==> src/rtl/noc_rr_port_arbiter.sv <==
// Round-robin output-port allocator with wormhole locking for one NoC router output.
// The holder's flit path is purely combinational; arbitration and locking state are registered.

module noc_rr_lane #(
    parameter int FLIT_W = 32
) (
    input  logic              sel_i,
    input  logic              req_valid_i,
    input  logic [FLIT_W-1:0] req_flit_i,
    input  logic              req_tail_i,
    input  logic              out_ready_i,
    output logic              req_ready_o,
    output logic              valid_o,
    output logic [FLIT_W-1:0] flit_o,
    output logic              tail_o
);
    // Non-selected lanes drive zeros so the top can OR-reduce without a wide mux.
    assign req_ready_o = sel_i & out_ready_i;
    assign valid_o     = sel_i & req_valid_i;
    assign flit_o      = sel_i ? req_flit_i : '0;
    assign tail_o      = sel_i & req_tail_i;
endmodule

module noc_rr_port_arbiter #(
    parameter int N       = 5,
    parameter int FLIT_W  = 32,
    parameter int MAX_PKT = 16,
    parameter int IDX_W   = 3
) (
    input  logic                clk_i,
    input  logic                rst_i,
    input  logic [N-1:0]        req_valid_i,
    input  logic [N*FLIT_W-1:0] req_flit_i,
    input  logic [N-1:0]        req_tail_i,
    output logic [N-1:0]        req_ready_o,
    output logic                out_valid_o,
    output logic [FLIT_W-1:0]   out_flit_o,
    output logic                out_tail_o,
    input  logic                out_ready_i,
    output logic                grant_valid_o,
    output logic [IDX_W-1:0]    grant_idx_o,
    output logic                err_pkt_len_o
);
    localparam int CNT_W = $clog2(MAX_PKT + 1);

    typedef enum logic {IDLE, LOCKED} state_e;

    state_e                          state_q, state_d;
    logic   [IDX_W-1:0]              rr_ptr_q, rr_ptr_d;
    logic   [IDX_W-1:0]              grant_idx_q, grant_idx_d;
    logic   [CNT_W-1:0]              flit_cnt_q, flit_cnt_d;
    logic                            err_q, err_d;

    logic                            locked;
    logic   [N-1:0]                  lane_valid;
    logic   [N-1:0]                  lane_tail;
    logic   [N-1:0][FLIT_W-1:0]      lane_flit;
    logic                            xfer;
    logic                            at_limit;
    logic   [IDX_W-1:0]              next_ptr;
    logic                            win_found;
    logic   [IDX_W-1:0]              win_idx;
    int                              j;

    // Gating with rst_i keeps a flit from being accepted in the reset cycle itself.
    assign locked = (state_q == LOCKED) && !rst_i;

    for (genvar i = 0; i < N; i++) begin : g_lane
        noc_rr_lane #(.FLIT_W(FLIT_W)) u_lane (
            .sel_i       (locked && (grant_idx_q == IDX_W'(i))),
            .req_valid_i (req_valid_i[i]),
            .req_flit_i  (req_flit_i[i*FLIT_W +: FLIT_W]),
            .req_tail_i  (req_tail_i[i]),
            .out_ready_i (out_ready_i),
            .req_ready_o (req_ready_o[i]),
            .valid_o     (lane_valid[i]),
            .flit_o      (lane_flit[i]),
            .tail_o      (lane_tail[i])
        );
    end

    always_comb begin
        out_flit_o = '0;
        for (int i = 0; i < N; i++) out_flit_o = out_flit_o | lane_flit[i];
    end

    assign out_valid_o   = |lane_valid;
    assign out_tail_o    = |lane_tail;
    assign grant_valid_o = (state_q == LOCKED);
    assign grant_idx_o   = grant_idx_q;
    assign err_pkt_len_o = err_q;

    assign xfer     = out_valid_o & out_ready_i;
    assign at_limit = (flit_cnt_q == CNT_W'(MAX_PKT - 1));
    assign next_ptr = (grant_idx_q == IDX_W'(N - 1)) ? '0 : grant_idx_q + IDX_W'(1);

    // First requester at or after rr_ptr, wrapping modulo N.
    always_comb begin
        win_found = 1'b0;
        win_idx   = '0;
        j         = 0;
        for (int k = 0; k < N; k++) begin
            j = int'(rr_ptr_q) + k;
            if (j >= N) j = j - N;
            if (!win_found && req_valid_i[j]) begin
                win_found = 1'b1;
                win_idx   = IDX_W'(j);
            end
        end
    end

    always_comb begin
        state_d     = state_q;
        rr_ptr_d    = rr_ptr_q;
        grant_idx_d = grant_idx_q;
        flit_cnt_d  = flit_cnt_q;
        err_d       = 1'b0;
        case (state_q)
            IDLE: begin
                if (win_found) begin
                    state_d     = LOCKED;
                    grant_idx_d = win_idx;
                    flit_cnt_d  = '0;
                end
            end
            LOCKED: begin
                if (xfer) begin
                    flit_cnt_d = flit_cnt_q + CNT_W'(1);
                    if (out_tail_o || at_limit) begin
                        state_d     = IDLE;
                        grant_idx_d = '0;
                        rr_ptr_d    = next_ptr;
                        flit_cnt_d  = '0;
                        err_d       = !out_tail_o;
                    end
                end
            end
            default: state_d = IDLE;
        endcase
    end

    always_ff @(posedge clk_i) begin
        if (rst_i) begin
            state_q     <= IDLE;
            rr_ptr_q    <= '0;
            grant_idx_q <= '0;
            flit_cnt_q  <= '0;
            err_q       <= 1'b0;
        end else begin
            state_q     <= state_d;
            rr_ptr_q    <= rr_ptr_d;
            grant_idx_q <= grant_idx_d;
            flit_cnt_q  <= flit_cnt_d;
            err_q       <= err_d;
        end
    end
endmodule

==> config.mk <==
export PLATFORM = sky130hd
export DESIGN_NAME = noc_rr_port_arbiter
export DESIGN_NICKNAME = d
export VERILOG_FILES = /design/src/rtl/noc_rr_port_arbiter.sv
export SDC_FILE = /design/constraint.sdc
export NUM_CORES = 1
export LEC_CHECK = 0
export ABC_CLOCK_PERIOD_IN_PS = 3100
export BUFFER_PORTS_ARGS = -buffer_cell sky130_fd_sc_hd__buf_2
export CAP_MARGIN = 20
export CORE_MARGIN = 3
export CORE_UTILIZATION = 38
export CTS_CLUSTER_DIAMETER = 150
export CTS_CLUSTER_SIZE = 40
export DETAILED_ROUTE_END_ITERATION = 10
export HOLD_SLACK_MARGIN = 0.12
export PLACE_DENSITY = 0.8
export SLEW_MARGIN = 20
export SYNTH_ARGS = -nofsm -noshare
export SYNTH_HDL_FRONTEND = slang
export SYNTH_SLANG_ARGS = --single-unit
==> constraint.sdc <==
create_clock -name clk_i -period 3.1 [get_ports clk_i]
set_input_delay 0.155 -clock clk_i [delete_from_list [all_inputs] [get_ports clk_i]]
set_output_delay 0.155 -clock clk_i [all_outputs]
set_load 0.02 [all_outputs]
==> metrics.yaml, run 1 <==
drt-met1-wl_mm: 5.38
hold_start: "rst_i"
die-area_um2: 8660
drive_gt1_frac: 0.477
synth.distinct_cells: 80
final_cell_mix: "buf_2, nand2_1, a22oi_1"
n_antenna_cell: 0
cts.reportedPaths.clkPinSlew_ns: 0.06
syn_avg_cell_area_um2: 7.62
status: "completed"
drt-total-wl_mm: 13.5
hold_viol_final: 0
synth_enable_flop_cells: 0
syn_nets: 570
worstReg2RegStart: "rr_ptr_q[1]"
r2r_cells: 9
clockBufferDepth: 2
drc_errors: 0
cp_max_fo: 17
worst_slack_ns: 0.135
met3_length_mm: 1.52
min_period_over_period: 0.957
clock.fmax_mhz: 337
ant_nets: 0
io-pin-count: 217
cts_hold_buf: 0
cap_violations: 0
path_class: "flop to flop"
grt_pass1_vias: 3943
synthArstFlopShare: 0
hold_class: "primary input to flop"
cts_tree: "yes"
cts_max_level: 1
p_leak_nw: 2.13
nets: 769
start_util: 0.395
synth.area.top_cells: "a222oi_1, a22oi_1, dfxtp_1"
grt_overflow: 0
worst_setup_path_end_kind: "flop"
reg2reg_to: "grant_idx_o[1]"
routed-wl-met2_mm: 6.30
synthFlopType: "dfxtp_1"
power_per_cell_area_nw_per_um2: 171
required_ns: 3.23
cts_root_buffer: "clkbuf_8"
ys_ff_latch: 13
first_pass_iters: 7
hold_end: "flit_cnt_q[1]"
highest_layer: "met5"
place.gp.congestion: 0.957
whs_path_depth: 2
dp_hpwl_mm: 10.7
worstMarginPinSlew_ns: 0.601
ys_warn_count: 0
synthToLayoutAreaGrowth_pct: 43.4
clock_latency_ns: 0.25
via_per_inst: 6.21
core-area_um2: 7290
slew_viol_final: 0
synth_largest_area_cell: "a222oi_1"
gr-usage-all-layers: 0.285
netlist_area_um2: 2880
die_y_um: 93.1
slew_headroom: 0.599
layout_min_cycle_time_ns: 2.97
synthCells: 378
r2r_setup_slack_ns: 0.13
wl_per_cell_um: 20.0
netlist.area_leader.share: 0.118
rows: 31
dp_slack_ns: 0.0750
start_kind: "flop"
arrival_ns: 3.09
finClkSkew_ns: 0.00408
die_w_um: 93.1
antenna_found_initial: 1
grt_start_max_net_pins: 40
setup_viol: 0
seq_area_frac_synth: 0.0904
fin_cells: 675
grt_pass1_wl_mm: 20.0
final_common_cell: "buf_2"
cts-buffers-inserted: 3
vias: 4193
drt_iter0_drc: 454
place_inst: 668
peakVddDrop_mv: 0.143
io_buffers: 216
fin_tns_setup_ns: 0
clock-sinks: 13
per-layer routing:
metal  track usage  vias up
met5             0        -
met4        0.0647        2
met3        0.0716       29
met2         0.490      300
met1         0.359     1931
li1              -     1931
worst max-delay path: stages, from the launching register on:
cell      delay [ns]
dfxtp_1         0.31
buf_4           0.19
ha_1            0.42
a211oi_2        0.34
nand2_1         0.23
mux2_4          0.36
mux2_2          0.30
or3_1           0.33
a311oi_2        0.28
o22ai_1         0.10
cells in the mapped netlist (all sizes together) (4+ instances only):
library cell / n
a2111oi: 4
a211oi: 4
a21oi: 11
a222oi: 34
a22oi: 35
a31oi: 6
a32oi: 4
and2: 7
and3: 4
and3b: 4
buf: 23
clkbuf: 20
dfxtp: 13
ha: 19
inv: 16
nand2: 49
nand2b: 5
nand3: 8
nor2: 12
nor3: 9
o21ai: 10
o221a: 4
o31ai: 6
or3: 6
what timing repair did:
item                       in CTS  in global routing
setup endpoints to repair       0                  9
hold endpoints to repair        0                  0
resized for setup               0                  9
buffers inserted                0                  2
metrics by stage:
step	area, um2	util	hold WS (ns)	total power, mW
after floorplan	2880	-	0.375	0.352
after global placement	4030	0.553	0.461	0.532
after detailed placement	4030	0.553	0.477	0.537
after CTS	4080	0.559	0.309	0.694
after global routing	4130	0.566	0.337	0.741
final	4130	0.566	0.316	0.704
state kept, by name, summed over array words and instances, names as in the netlist:
name / flops
flit_cnt_q: 5
err_pkt_len_o: 1
grant_valid_o: 1
grant_idx_o: 3
rr_ptr_q: 3
report_power, final:
group	leakage [nW]	total (mW)	switching, mW	internal (mW)
logic	2.00	0.367	0.198	0.169
clock network	0.0228	0.160	0.0687	0.0910
registers	0.105	0.178	0.00749	0.170
total	2.13	0.704	0.274	0.430
logic make-up after synthesis:
logic type,synth area share
flops,0.0904
fa+ha+maj,0.0825
xor+xnor,0.0174
buf+inv,0.102
simple gates,0.215
compound gates,0.458
mux,0.0356
worst max path at each step:
stage	start	endpoint	slack, ns	cells after the start
after floorplan	rr_ptr_q[1]	grant_valid_o	0.11	14
final	rr_ptr_q[1]	grant_idx_o[1]	0.13	9
after global routing	rr_ptr_q[1]	flit_cnt_q[2]	-0.005	11
after global placement	rr_ptr_q[0]	flit_cnt_q[3]	0.25	9
after detailed placement	rr_ptr_q[0]	flit_cnt_q[2]	0.08	9
after CTS	rr_ptr_q[0]	flit_cnt_q[2]	0.06	9
layout make-up:
| class | instances | area [um2] |
|---|---|---|
| multi-input cells | 307 | 2410 |
| clock buffers | 4 | 45.0 |
| flip-flops and latches | 13 | 260 |
| fillers | 705 | 3160 |
| inverters | 16 | 60.1 |
| well taps | 99 | 124 |
| repair buffers | 236 | 1230 |
Note: power is estimated with default switching activity, not from simulation.
==> run 2, diff against run 1 <==
CORE_MARGIN = 2   (was 3)
==> run 2 against run 1 <==
  * Critical path depth grew 1
  * Total power decreased by 0.12%
  * Largest cell class unchanged
  * Critical endpoint unchanged
  * Non-clock buffer count increased by 1
==> metrics.yaml, run 2 (synthesis gave the netlist of run 1 again) <==
nets: 769  # unchanged
worstMarginPinSlew_ns: 0.576  # -0.0247 ns
final_cell_mix: "buf_2, nand2_1, a222oi_1, a22oi_1, buf_4"
setup_viol: 0  # unchanged
worstReg2RegStart: "rr_ptr_q[1]"
status: "completed"
grt_start_max_net_pins: 40  # unchanged
critical_path.slowest_cell: "dfxtp_2"
clock_latency_ns: 0.25  # about the same
cp_max_fo: 6  # -11
layout_min_cycle_time_ns: 2.95  # -0.0168 ns
cts.reportedPaths.clkPinSlew_ns: 0.06  # about the same
dp_hpwl_mm: 10.1  # -5.4%
synthToLayoutAreaGrowth_pct: 45.7
hold_end: "flit_cnt_q[1]"
seqCellArea_um2: 263  # +0.96%
worst_setup_path_end_kind: "flop"
core-area_um2: 7290  # unchanged
path_class: "flop to flop"
via_per_inst: 6.24  # +0.50%
die-area_um2: 8290  # -4.3%
start_util: 0.395  # unchanged
peakVddDrop_mv: 0.164  # +15%
whs_path_depth: 2  # unchanged
grt_pass1_wl_mm: 19.7  # -1.5%
largest-register: "flit_cnt_q"
cap_violations: 0  # unchanged
drc_errors: 0  # unchanged
required_ns: 3.22  # about the same
p_leak_nw: 2.14  # +0.24%
n_fill_cell: 702  # -0.43%
antenna_found_initial: 3  # +2
die_w_um: 91.1  # -2.1%
io-pin-count: 217  # unchanged
gr-usage-all-layers: 0.290  # +0.00440
drt_iter0_drc: 461  # +1.5%
critical-path-max-stage-delay_ns: 0.40  # -0.02 ns
place_inst: 667  # -0.15%
r2r_cells: 10  # +1
cts-buffers-inserted: 3  # unchanged
hold_class: "primary input to flop"
cts_tree: "yes"
finalInstanceArea_um2: 4200  # +1.6%
place.gp.congestion: 1.04  # +9.0%
largest_reg_flops: 5  # unchanged
io_buffers: 216  # unchanged
fin_cells: 676  # +0.15%
placed_cell_area_um2: 4040  # +0.12%
grt_pass1_vias: 3890  # -1.3%
cp_cell_sequence: "inv_1 > buf_4 > ha_1 > a211oi_2 > nand2_1 > mux2_4 > mux2_2 > or3_1 > a311oi_2 > o22ai_1"
slew_viol_final: 0  # unchanged
wl_per_cell_um: 19.5  # -2.5%
clockBufferDepth: 2  # unchanged
clock.fmax_mhz: 339  # +0.57%
finClkSkew_ns: 0.00253  # -0.00156 ns
drive_gt1_frac: 0.491  # +0.0139
r2r_setup_slack_ns: 0.15  # +0.02 ns
start_kind: "flop"
grt_overflow: 0  # unchanged
ant_nets: 0  # unchanged
hold_viol_final: 0  # unchanged
power_per_cell_area_nw_per_um2: 168  # -1.7%
final_common_cell: "buf_2"
vias: 4220  # +0.64%
cts_max_level: 1  # unchanged
slew_headroom: 0.606  # +0.00656
drt-total-wl_mm: 13.2  # -2.4%
min_period_over_period: 0.951  # -0.00542
multi_input_area_um2: 2440  # +1.6%
die_y_um: 91.1  # -2.1%
first_pass_iters: 9  # +2
fin_tns_setup_ns: 0  # unchanged
reg2reg_to: "grant_idx_o[1]"
hold_start: "rst_i"
rows: 31  # unchanged
clock-sinks: 13  # unchanged
cts_root_buffer: "clkbuf_8"
arrival_ns: 3.07  # -0.02 ns
run 2: cell type report:
type | count | share of cell area
timing repair buffer | 237 | 0.299
sequential | 13 | 0.0626
antenna | 1 | 0.000596
multi-input combinational | 306 | 0.582
tap | 99 | 0.0295
clock buffer | 4 | 0.0107
inverter | 16 | 0.0152
run 2: worst max path at each step:
stage / from / depth (start not counted) / endpoint / slack [ns]
6_report: rr_ptr_q[1] / 10 / grant_idx_o[1] / 0.15
5_1_grt: rr_ptr_q[0] / 11 / flit_cnt_q[2] / -0.06
2_1_floorplan: rr_ptr_q[1] / 14 / grant_valid_o / 0.11
4_1_cts: rr_ptr_q[1] / 10 / grant_idx_o[0] / 0.07
3_3_place_gp: rr_ptr_q[2] / 8 / grant_idx_o[1] / 0.20
3_5_place_dp: rr_ptr_q[2] / 8 / grant_idx_o[1] / 0.10
run 2: timing repair:
item                                    in CTS  in global routing
hold buffers                                 0                  0
buffers inserted                             0                  4
endpoints found under the setup margin       0                  8
gates resized for setup                      0                 19
run 2: report_power, final:
group | switching, mW | total, mW | internal [mW]
combinational | 0.199 | 0.372 | 0.173
clock | 0.0634 | 0.154 | 0.0910
sequential | 0.00716 | 0.178 | 0.170
total | 0.269 | 0.704 | 0.434
run 2: metrics by stage:
step | power, mW | util | setup slack, ns | hold slack [ns]
2_1_floorplan | 0.352 | - | 0.109 | 0.375
3_5_place_dp | 0.537 | 0.554 | 0.100 | 0.466
5_1_grt | 0.740 | 0.575 | -0.0565 | 0.369
4_1_cts | 0.688 | 0.560 | 0.0691 | 0.313
3_3_place_gp | 0.532 | 0.554 | 0.201 | 0.462
6_report | 0.704 | 0.575 | 0.152 | 0.324
run 2: critical path: cells and delay by family, from the launching register on:
family                   cells  cell delay, ns
AO/OA/AOI/OAI                3            0.63
adder cells (fa/ha/maj)      1            0.21
buffers and inverters        2            0.32
flip-flops                   1            0.40
multiplexers                 2            0.68
AND/OR/NAND/NOR              2            0.57
run 2: metal layers:
metal | routed length [um] | vias to the layer above | track usage
met5 | 24 | - | 0
met2 | 6530 | 289 | 0.503
met4 | 305 | 4 | 0.0922
met1 | 4950 | 1972 | 0.362
li1 | - | 1928 | -
met3 | 1340 | 27 | 0.0506
